**src/rtl/demosaicing_frame_ctrl.sv**
```systemverilog
// Frame-synchronous config sequencer: holds CSR enable/pattern updates pending and commits them between frames.
// Optional DEMOSAICING_FRAME_STAT_EN exposes the frame and line counters on frame_cnt_o/line_cnt_o.
module demosaicing_frame_ctrl #(
  parameter int FRAME_LINES = 1080,
  parameter int LINE_CNT_W  = 16
) (
  input  logic                  clk_i,
  input  logic                  rst_i,
  input  logic                  en_i,
  input  logic [1:0]            pattern_i,
  input  logic                  cfg_upd_i,
  input  logic                  tvalid_i,
  input  logic                  tready_i,
  input  logic                  tuser_i,
  input  logic                  tlast_i,
  output logic                  hold_o,
  output logic                  en_o,
  output logic [1:0]            pattern_o,
  output logic                  cfg_pending_o,
  output logic                  cfg_applied_o,
  output logic                  sof_err_o,
  output logic [31:0]           frame_cnt_o,
  output logic [LINE_CNT_W-1:0] line_cnt_o
);
  typedef enum logic [1:0] {WAIT_SOF, COMMIT, ACTIVE} state_e;

  localparam logic [LINE_CNT_W-1:0] LAST_LINE = LINE_CNT_W'(FRAME_LINES - 1);

  state_e                state_q, state_d;
  logic                  en_q, en_d, pend_en_q, pend_en_d;
  logic [1:0]            pat_q, pat_d, pend_pat_q, pend_pat_d;
  logic                  pending_q, pending_d, applied_q, applied_d;
  logic                  sof_err_q, sof_err_d;
  logic [LINE_CNT_W-1:0] line_q, line_d;
  logic                  beat;

  assign beat = tvalid_i & tready_i;

  always_comb begin
    state_d    = state_q;
    en_d       = en_q;
    pat_d      = pat_q;
    pend_en_d  = pend_en_q;
    pend_pat_d = pend_pat_q;
    pending_d  = pending_q;
    applied_d  = 1'b0;
    sof_err_d  = sof_err_q;
    line_d     = line_q;
    hold_o     = 1'b0;
    if (cfg_upd_i) begin
      pend_en_d  = en_i;
      pend_pat_d = pattern_i;
      pending_d  = 1'b1;
    end
    case (state_q)
      WAIT_SOF: begin
        hold_o = pending_q;
        // A fresh update loses to a same-cycle SOF so the accepted beat is never dropped;
        // it then waits pending for the end of that frame.
        if (pending_q) begin
          state_d = COMMIT;
        end else if (beat && tuser_i) begin
          state_d = ACTIVE;
          line_d  = LINE_CNT_W'(tlast_i);
        end else if (cfg_upd_i) begin
          state_d = COMMIT;
        end
      end
      COMMIT: begin
        hold_o    = 1'b1;
        en_d      = pend_en_q;
        pat_d     = pend_pat_q;
        applied_d = 1'b1;
        pending_d = cfg_upd_i;
        state_d   = WAIT_SOF;
      end
      ACTIVE: begin
        if (beat && tuser_i) begin
          if (line_q != '0) sof_err_d = 1'b1;
          line_d = LINE_CNT_W'(tlast_i);
        end else if (beat && tlast_i) begin
          if (line_q == LAST_LINE) begin
            state_d = WAIT_SOF;
            line_d  = '0;
          end else begin
            line_d = line_q + LINE_CNT_W'(1);
          end
        end
      end
      default: state_d = WAIT_SOF;
    endcase
  end

  always_ff @(posedge clk_i) begin
    if (rst_i) begin
      state_q    <= WAIT_SOF;
      en_q       <= 1'b0;
      pat_q      <= 2'b00;
      pend_en_q  <= 1'b0;
      pend_pat_q <= 2'b00;
      pending_q  <= 1'b0;
      applied_q  <= 1'b0;
      sof_err_q  <= 1'b0;
      line_q     <= '0;
    end else begin
      state_q    <= state_d;
      en_q       <= en_d;
      pat_q      <= pat_d;
      pend_en_q  <= pend_en_d;
      pend_pat_q <= pend_pat_d;
      pending_q  <= pending_d;
      applied_q  <= applied_d;
      sof_err_q  <= sof_err_d;
      line_q     <= line_d;
    end
  end

`ifdef DEMOSAICING_FRAME_STAT_EN
  logic [31:0] frame_q;
  logic        frame_done;

  assign frame_done = (state_q == ACTIVE) && beat && !tuser_i && tlast_i && (line_q == LAST_LINE);

  always_ff @(posedge clk_i) begin
    if (rst_i)           frame_q <= '0;
    else if (frame_done) frame_q <= frame_q + 32'd1;
  end

  assign frame_cnt_o = frame_q;
  assign line_cnt_o  = line_q;
`else
  assign frame_cnt_o = '0;
  assign line_cnt_o  = '0;
`endif

  assign en_o          = en_q;
  assign pattern_o     = pat_q;
  assign cfg_pending_o = pending_q;
  assign cfg_applied_o = applied_q;
  assign sof_err_o     = sof_err_q;
endmodule

```
**config.mk**
```make
export PLATFORM = sky130hd
export DESIGN_NAME = demosaicing_frame_ctrl
export DESIGN_NICKNAME = d
export VERILOG_FILES = /design/src/rtl/demosaicing_frame_ctrl.sv
export SDC_FILE = /design/constraint.sdc
export NUM_CORES = 1
export LEC_CHECK = 0
export ABC_AREA = 0
export CORE_UTILIZATION = 44
export DETAILED_ROUTE_END_ITERATION = 12
export PLACE_DENSITY_LB_ADDON = 0.12
export SLEW_MARGIN = 20
export SYNTH_ARGS = -nofsm -noshare
export SYNTH_HDL_FRONTEND = slang
export SYNTH_SLANG_ARGS = --single-unit
```
**constraint.sdc**
```tcl
create_clock -name clk_i -period 2.2 [get_ports clk_i]
set_input_delay 0.44 -clock clk_i [delete_from_list [all_inputs] [get_ports clk_i]]
set_output_delay 0.44 -clock clk_i [all_outputs]
set_load 0.02 [all_outputs]
```
==> results of run 1 <==
[power by group through the flow]
stage / sequential [mW] / combinational (mW) / clock [mW]
final: 0.509 / 0.179 / 0.279
after global routing: 0.511 / 0.194 / 0.313
after CTS: 0.509 / 0.179 / 0.292
after detailed placement: 0.520 / 0.178 / 0
after global placement: 0.520 / 0.177 / 0
after floorplan: 0.524 / 0.194 / 0
[final timing paths]
check	startpoint	endpoint	cells past startpoint
hold reg to reg	sof_err_o$_SDFFE_PP0P_	sof_err_o$_SDFFE_PP0P_	2
setup / recovery	line_q[1]$_SDFFE_PP0P_	line_q[10]$_SDFFE_PP0P_	7
setup reg to reg	line_q[1]$_SDFFE_PP0P_	line_q[10]$_SDFFE_PP0P_	7
hold / removal	sof_err_o$_SDFFE_PP0P_	sof_err_o$_SDFFE_PP0P_	2
[flip-flops by register name (all words and copies together) (netlist names)]
register	cells
en_o	1
pend_pat_q	2
state_q	2
pattern_o	2
cfg_pending_o	1
line_q	16
sof_err_o	1
cfg_applied_o	1
pend_en_q	1
[final cells by class]
type | count | area (um^2) | share of cell area, %
well taps | 48 | 60.1 | 3.32
multi-input cells | 162 | 933 | 51.6
flip-flops and latches | 27 | 541 | 29.9
clock buffers | 4 | 45.0 | 2.49
repair buffers | 22 | 218 | 12.0
inverters | 3 | 11.3 | 0.623
[worst max-delay path, cell delays in order (launching register included)]
cell and delay [ps]:
dfxtp_1 380, ha_1 230, or4bb_1 540, nor4_4 290, nor3_2 130, nor2_4 140, buf_12 150, a21oi_1 40
[cell usage after synthesis, types with 4 or more instances]
| cell type | number |
|---|---|
| xor2_1 | 10 |
| nand2_1 | 4 |
| nor2_2 | 10 |
| clkbuf_1 | 4 |
| o21ai_0 | 5 |
| a21oi_1 | 6 |
| nand4_1 | 6 |
| buf_4 | 48 |
| nor4_1 | 4 |
| mux2i_1 | 6 |
| nor2_1 | 21 |
| nand3_1 | 11 |
| dfxtp_1 | 27 |
[metal layers]
metal  GRT usage [%]  part of all wire [%]  vias to the layer above
met4            5.00                   1.2                        0
met2            25.9                    48                       52
li1                -                     -                      619
met5               0                     0                        -
met3            1.79                   4.1                        4
met1            20.8                    47                      579
[metrics by stage]
stage / hold WS, ps / utilization (%)
3_5_place_dp: 465 / 47.8
4_1_cts: 490 / 49.0
5_1_grt: 525 / 49.0
3_3_place_gp: 468 / 47.8
2_1_floorplan: 460 / -
6_report: 486 / 49.0
[kinds of logic (layout without fill, tap and decap cells)]
| group | after synthesis | in the layout | share of synthesized area (%) |
|---|---|---|---|
| compound gates | 18 | 18 | 7.27 |
| xor+xnor | 10 | 10 | 5.14 |
| fa+ha+maj | 2 | 2 | 1.47 |
| buf+inv | 57 | 29 | 23.8 |
| flops | 27 | 27 | 31.7 |
| mux | 6 | 6 | 3.53 |
| other cells | 1 | 48 | 0.220 |
| simple gates | 78 | 78 | 26.8 |
==> flow_metrics.env, run 1 <==
export IMPL_gp_congestion=0.802
export IMPL_place_area_um2=1760
export IMPL_critPathArrivalTime_ps=2190
export IMPL_p_int_mw=0.682
export IMPL_post_cts_setup_buffer_count=0
export IMPL_io_pins=65
export IMPL_r2r_slack_ps=170
export IMPL_hp_class="reg -> reg"
export IMPL_die_y_um=64.2
export IMPL_crit_fanout=12
export IMPL_ys_ff_latch=27
export IMPL_p_clk_share_pct=28.9
export IMPL_place_worst_setup_slack_ps=38.2
export IMPL_outcome="complete, no violations"
export IMPL_path_clk_slew_ps=90
export IMPL_final_setup_viol_count=0
export IMPL_fmax_ghz=0.493
export IMPL_placedCellCount=262
export IMPL_vias=1254
export IMPL_netlist_instances=199
export IMPL_grt_max_degree=18
export IMPL_p_switching_mw=0.285
export IMPL_drive_gt1_share_pct=12.4
export IMPL_die_x_um=64.2
export IMPL_syn_area_per_cell_um2=8.56
export IMPL_dpl_hpwl_um=2280
export IMPL_clock_path_buffers=2
export IMPL_power_frac_comb_pct=18.5
export IMPL_grt_pass1_wl_um=5130
export IMPL_synthTopCellsByArea="dfxtp_1 (32%), buf_4 (21%), xor2_1 (5.1%)"
export IMPL_ys_seq_area_share_pct=31.7
export IMPL_critPathLaunchType="flip-flop"
export IMPL_diodes=0
export IMPL_drt_total_wl_um=2940
export IMPL_sequentialPowerShare_pct=52.6
export IMPL_drtIter0Drc=69
export IMPL_power_density_nw_per_um2=535
export IMPL_core_area_um2=3690
export IMPL_synth_distinct_cells=39
export IMPL_setup_worst_path_end_class="flip-flop"
export IMPL_drt_pass1_iterations=4
export IMPL_avgViaCountPerCell=4.71
export IMPL_layoutNonFillerInstCount=266
export IMPL_cts_sinks=27
export IMPL_synth_top_cell_area_share_pct=31.7
export IMPL_ir_drop_uv=259
export IMPL_final_nets=231
export IMPL_fillers=379
export IMPL_syn_area_um2=1700
export IMPL_maxCapViolCount=0
export IMPL_yosysWarnings=0
export IMPL_crit_required_ps=2360
export IMPL_final_common_cell="conb_1"
export IMPL_start_util_pct=46.2
export IMPL_cts_resized_gates=0
export IMPL_drc=0
export IMPL_rsz0062_at_grt="no"
export IMPL_yosysTopAreaCell="dfxtp_1"
export IMPL_numCtsBuffers=3
export IMPL_yosys_most_used_dff="dfxtp_1"
export IMPL_layout_setup_ws_ps=170
export IMPL_clock_skew_ps=3.18
export IMPL_port_buffers=16
export IMPL_area_delta_synth_final_pct=6.17
export IMPL_wire_per_inst_um=11.1
export IMPL_synthArstFlopShare_pct=0
export IMPL_grt_ovfl_total=0
export IMPL_rows=22
export IMPL_cts_max_level=1
export IMPL_synth_edff_count=0
export IMPL_fin_crit_sh_pct=92.3
export IMPL_setup_tns_ps=0
export IMPL_fin_total_pwr_mw=0.967
export IMPL_design_area_um2=1810
export IMPL_p_sw_share_pct=29.5
export IMPL_final_cell_mix="conb_1 (48), dfxtp_1 (27), nor2_1 (21), clkdlybuf4s50_1 (16), nand3_1 (11)"
export IMPL_root_buffer="clkbuf_8"
export IMPL_postCtsHoldBufs=0
export IMPL_post_route_min_period_ps=2030
export IMPL_leakagePower_nw=0.731
export IMPL_drv_slew=0
export IMPL_ant_nets=0
export IMPL_die_area_um2=4120
export IMPL_antenna_found_initial=0
export IMPL_insertion_delay_ps=270
export IMPL_hold_viol=0
export IMPL_crit_type="reg -> reg"
export IMPL_grt_pass1_vias=1140
export IMPL_cts_tree="built"
export IMPL_grt_use_total_pct=15.5
Note: power is estimated with default switching activity, not from simulation.
==> run 2: changes to the inputs <==
- CORE_MARGIN: not set -> 1.5
- CTS_BUF_LIST: not set -> sky130_fd_sc_hd__clkbuf_16
==> flow_metrics.env, run 2 (same netlist as run 1, synthesis figures left out) <==
export IMPL_hp_start="sof_err_o$_SDFFE_PP0P_"
export IMPL_drt_pass1_iterations=4
export IMPL_crit_fanout=5
export IMPL_insertion_delay_ps=260
export IMPL_drtIter0Drc=63
export IMPL_hold_depth=2
export IMPL_post_cts_setup_buffer_count=0
export IMPL_hold_viol=0
export IMPL_drc=0
export IMPL_worst_r2r_cell_count=7
export IMPL_crit_start="line_q[1]$_SDFFE_PP0P_"
export IMPL_diodes=0
export IMPL_cts_sinks=27
export IMPL_numCtsBuffers=3
export IMPL_avgViaCountPerCell=4.71
export IMPL_place_area_um2=1770
export IMPL_io_pins=65
export IMPL_wire_per_inst_um=11.1
export IMPL_grt_use_total_pct=15.0
export IMPL_die_x_um=65.2
export IMPL_final_cell_mix="conb_1 (48), dfxtp_1 (27), nor2_1 (21), clkdlybuf4s50_1 (16), nand3_1 (11)"
export IMPL_cts_resized_gates=0
export IMPL_timing_rr_start="line_q[1]$_SDFFE_PP0P_"
export IMPL_path_clk_slew_ps=60
export IMPL_root_buffer="clkbuf_16"
export IMPL_r2r_end="line_q[0]$_SDFFE_PP0P_"
export IMPL_drt_total_wl_um=2970
export IMPL_placedCellCount=263
export IMPL_min_delay_worst_endpoint="sof_err_o$_SDFFE_PP0P_"
export IMPL_postCtsHoldBufs=0
export IMPL_grt_max_degree=18
export IMPL_final_nets=232
export IMPL_gp_congestion=0.748
export IMPL_drive_gt1_share_pct=12.8
export IMPL_layoutNonFillerInstCount=267
export IMPL_start_util_pct=46.2
export IMPL_clock_skew_ps=1.50
export IMPL_grt_ovfl_total=0
export IMPL_fin_total_pwr_mw=1.09
export IMPL_hp_class="reg -> reg"
export IMPL_outcome="complete, no violations"
export IMPL_setup_worst_path_end_class="flip-flop"
export IMPL_post_route_min_period_ps=2000
export IMPL_crit_type="reg -> reg"
export IMPL_port_buffers=16
export IMPL_fmax_ghz=0.501
export IMPL_maxCapViolCount=0
export IMPL_vias=1258
export IMPL_clock_path_buffers=2
export IMPL_cts_max_level=1
export IMPL_antenna_found_initial=0
export IMPL_dpl_hpwl_um=2250
export IMPL_crit_required_ps=2340
export IMPL_rsz0062_at_grt="no"
export IMPL_critPathLaunchType="flip-flop"
export IMPL_die_y_um=65.2
export IMPL_power_density_nw_per_um2=592
export IMPL_final_common_cell="conb_1"
export IMPL_area_delta_synth_final_pct=8.60
export IMPL_largest_reg_flops=16
export IMPL_rows=22
export IMPL_fin_crit_sh_pct=90.7
export IMPL_critPathArrivalTime_ps=2140
export IMPL_grt_pass1_vias=1166
export IMPL_leakagePower_nw=0.756
export IMPL_drv_slew=0
export IMPL_ant_nets=0
export IMPL_final_setup_viol_count=0
export IMPL_die_area_um2=4250
export IMPL_ir_drop_uv=319
export IMPL_core_area_um2=3690
export IMPL_setup_tns_ps=0
export IMPL_design_area_um2=1850
export IMPL_r2r_slack_ps=200
export IMPL_cts_tree="built"
export IMPL_grt_pass1_wl_um=5000
export IMPL_regMostFlops="line_q"
run 2: how the worst max path moves through the flow:
stage / cells after the start / endpoint / slack [ps]
after floorplan: 7 / line_q[11]$_SDFFE_PP0P_ / 330
after global placement: 8 / line_q[10]$_SDFFE_PP0P_ / 80
after detailed placement: 6 / line_q[10]$_SDFFE_PP0P_ / 60
after CTS: 7 / line_q[0]$_SDFFE_PP0P_ / 200
after global routing: 7 / line_q[0]$_SDFFE_PP0P_ / 70
final: 7 / line_q[0]$_SDFFE_PP0P_ / 200
run 2: area by class of cell:
| class | count | area (um^2) |
|---|---|---|
| clock buffers | 3 | 75.1 |
| clock inverters | 1 | 3.75 |
| fillers | 363 | 1840 |
| inverters | 3 | 11.3 |
| multi-input cells | 162 | 933 |
| flip-flops and latches | 27 | 541 |
| well taps | 48 | 60.1 |
| repair buffers | 23 | 225 |
run 2: critical path, cell delays in order, from the launching register on:
cell	delay [ps]
dfxtp_1	370
ha_1	270
or4bb_1	550
nor4_4	200
buf_4	170
nor2_1	50
a22oi_1	160
a211oi_1	110
run 2: per-layer routing:
metal,track usage (%),vias up,part of all wire (%)
li1,-,619,-
met1,19.1,578,47
met2,24.5,54,45
met3,1.54,7,5.3
met4,8.59,0,2.7
met5,0,-,0
run 2: where the power goes:
part / internal [mW] / switching [mW] / total, mW
combinational: 0.0532 / 0.126 / 0.179
clock: 0.243 / 0.163 / 0.407
sequential: 0.499 / 0.00927 / 0.509
run 2: metrics by stage:
stage / worst slack [ps] / hold WS [ps] / utilization [%]
2_1_floorplan: 335 / 460 / -
3_3_place_gp: 81.8 / 468 / 48.0
3_5_place_dp: 64.2 / 475 / 48.0
4_1_cts: 203 / 496 / 50.1
5_1_grt: 68.9 / 525 / 50.1
6_report: 205 / 490 / 50.1
==> run 3: changes to the inputs <==
- ABC_AREA: 0 -> 1
- CORE_UTILIZATION: 44 -> 46
==> flow_metrics.env, run 3 <==
export IMPL_synth_distinct_cells=24
export IMPL_yosys_area_share_simple_pct=35.5
export IMPL_power_density_nw_per_um2=707
export IMPL_insertion_delay_ps=260
export IMPL_cts_max_level=1
export IMPL_r2r_end="line_q[14]$_SDFFE_PP0P_"
export IMPL_critPathLaunchType="flip-flop"
export IMPL_grt_pass1_vias=1242
export IMPL_critPathArrivalTime_ps=1530
export IMPL_place_worst_setup_slack_ps=228
export IMPL_final_common_cell="conb_1"
export IMPL_die_y_um=67.8
export IMPL_largest_reg_flops=16
export IMPL_synthXorXnorAreaFrac_pct=3.18
export IMPL_grt_ovfl_total=0
export IMPL_synthArstFlopShare_pct=0
export IMPL_yosysMostFrequentCell="buf_4"
export IMPL_fin_util_pct=49.3
export IMPL_ys_seq_area_share_pct=28.0
export IMPL_rows=23
export IMPL_synth_fa_ha_area_share_pct=1.30
export IMPL_start_util_pct=47.9
export IMPL_outcome="complete, no violations"
export IMPL_antenna_found_initial=0
export IMPL_area_delta_synth_final_pct=3.05
export IMPL_fin_crit_sh_pct=89.5
export IMPL_hp_start="pend_pat_q[0]$_SDFFE_PP0P_"
export IMPL_fillers=448
export IMPL_leakagePower_nw=0.959
export IMPL_synthTopCellsByArea="dfxtp_1 (28%), buf_4 (19%), nor2_1 (8.0%)"
export IMPL_hp_class="reg -> reg"
export IMPL_ys_ff_latch=27
export IMPL_fmax_ghz=0.508
export IMPL_die_area_um2=4590
export IMPL_post_cts_setup_buffer_count=0
export IMPL_drv_slew=0
export IMPL_synth_compound_area_share_pct=4.02
export IMPL_layout_setup_ws_ps=230
export IMPL_netlist_instances=273
export IMPL_synthMuxAreaShare_pct=0
export IMPL_synth_top_family_by_area="simple AND/OR/NAND/NOR gates"
export IMPL_final_cell_mix="conb_1 (48), nor2_1 (41), nand2_1 (39), dfxtp_1 (27), inv_1 (25)"
export IMPL_timing_rr_start="line_q[1]$_SDFFE_PP0P_"
export IMPL_grt_max_degree=25
export IMPL_crit_type="reg -> out"
export IMPL_clock_skew_ps=3.12
export IMPL_die_x_um=67.8
export IMPL_port_buffers=16
export IMPL_ant_nets=0
export IMPL_synth_edff_count=0
export IMPL_max_stage_delay_ps=600
export IMPL_crit_chain="inv_1 -> nand2_1 -> nand2_2 -> nor2_1 -> clkdlybuf4s50_1"
export IMPL_postCtsHoldBufs=0
export IMPL_netlist_top_cells_count="buf_4 (48), nor2_1 (41), nand2_1 (39), dfxtp_1 (27), inv_1 (25)"
export IMPL_clock_path_buffers=2
export IMPL_root_buffer="clkbuf_16"
export IMPL_grt_use_total_pct=15.3
export IMPL_r2r_slack_ps=700
export IMPL_drive_gt1_share_pct=13.5
export IMPL_dpl_hpwl_um=2580
export IMPL_crit_required_ps=1760
export IMPL_cts_resized_gates=0
export IMPL_syn_area_um2=1930
export IMPL_rsz0062_at_grt="no"
export IMPL_setup_tns_ps=0
export IMPL_hold_viol=0
export IMPL_cts_sinks=27
export IMPL_maxCapViolCount=0
export IMPL_io_pins=65
export IMPL_core_area_um2=4030
export IMPL_crit_fanout=3
export IMPL_final_setup_viol_count=0
export IMPL_grt_pass1_wl_um=5400
export IMPL_wire_per_inst_um=9.85
export IMPL_drc=0
export IMPL_min_delay_worst_endpoint="pattern_o[0]$_SDFFE_PP0P_"
export IMPL_gp_congestion=0.857
export IMPL_yosys_most_used_dff="dfxtp_1"
export IMPL_cts_tree="built"
export IMPL_drt_pass1_iterations=4
export IMPL_final_nets=301
export IMPL_avgViaCountPerCell=4.35
export IMPL_ir_drop_uv=453
export IMPL_diodes=0
export IMPL_numCtsBuffers=3
export IMPL_multi_input_comb_area_um2=1030
export IMPL_slowest_stage="clkdlybuf4s50_1"
export IMPL_yosysWarnings=0
export IMPL_vias=1469
export IMPL_worst_r2r_cell_count=9
export IMPL_drt_total_wl_um=3330
export IMPL_drtIter0Drc=73
export IMPL_post_route_min_period_ps=1970
export IMPL_synth_top_cell_area_share_pct=28.0
export IMPL_seq_area_um2=541
export IMPL_regMostFlops="line_q"
export IMPL_syn_area_per_cell_um2=7.07
export IMPL_hold_depth=2
export IMPL_setup_worst_path_end_class="output port"
export IMPL_yosysTopAreaCell="dfxtp_1"
export IMPL_path_clk_slew_ps=70
-- run 3: cell types whose count changed after synthesis, sizes merged, moves of 4 or more --
cell,change
nand3,+7
mux2i,-6
nor4,-5
nand2,+47
o21ai,+6
inv,+26
clkbuf,-4
nor2,+23
-- run 3: metal layers --
layer	routed length, um	vias up	global-route usage [%]
li1	-	781	-
met1	1600	658	19.7
met2	1570	25	25.7
met3	125	5	4.00
met4	33	0	3.06
met5	0	-	0
-- run 3: kinds of logic (layout without fill, tap and decap cells) --
| family | after synthesis | count (layout) |
|---|---|---|
| flip-flops | 27 | 27 |
| adder cells (fa/ha/maj) | 2 | 2 |
| AO/OA/AOI/OAI | 15 | 15 |
| AND/OR/NAND/NOR | 139 | 139 |
| buffers and inverters | 82 | 50 |
| other | 1 | 48 |
| XOR/XNOR | 7 | 7 |
-- run 3: stage by stage --
step                      hold WS, ps  cell area [um^2]  total power [mW]  std cells
after detailed placement          474              1910             0.996        334
final                             484              1990              1.41        338
after global routing              510              1990              1.49        338
after floorplan                   449              2110             0.960        320
after CTS                         487              1990              1.42        338
after global placement            464              1910             0.995        334
-- run 3: worst max path at each step --
stage                                          start                     end  cells past startpoint
after floorplan           cfg_pending_o$_SDFFE_PP0P_                  hold_o                      4
after global placement                      tvalid_i  line_q[2]$_SDFFE_PP0P_                      8
after detailed placement                    tvalid_i  line_q[3]$_SDFFE_PP0P_                      8
after CTS                 cfg_pending_o$_SDFFE_PP0P_                  hold_o                      5
after global routing      cfg_pending_o$_SDFFE_PP0P_                  hold_o                      5
final                     cfg_pending_o$_SDFFE_PP0P_                  hold_o                      5
-- run 3: layout make-up --
class,instances,share of cell area [%]
multi-input cells,211,51.8
flip-flops and latches,27,27.2
repair buffers,16,8.06
inverters,30,5.66
clock buffers,3,3.78
well taps,50,3.15
clock inverters,1,0.378
-- run 3: critical path, delay by kind of cell (launching register included) --
kind	cells	cell delay (ps)
flops	1	350
buf+inv	2	680
simple gates	3	230
-- run 3: where the power goes --
part | total, mW | switching [mW] | leakage (nW) | internal [mW]
Combinational | 0.423 | 0.286 | 0.702 | 0.137
Sequential | 0.562 | 0.0294 | 0.220 | 0.532
Clock | 0.422 | 0.175 | 0.0371 | 0.247
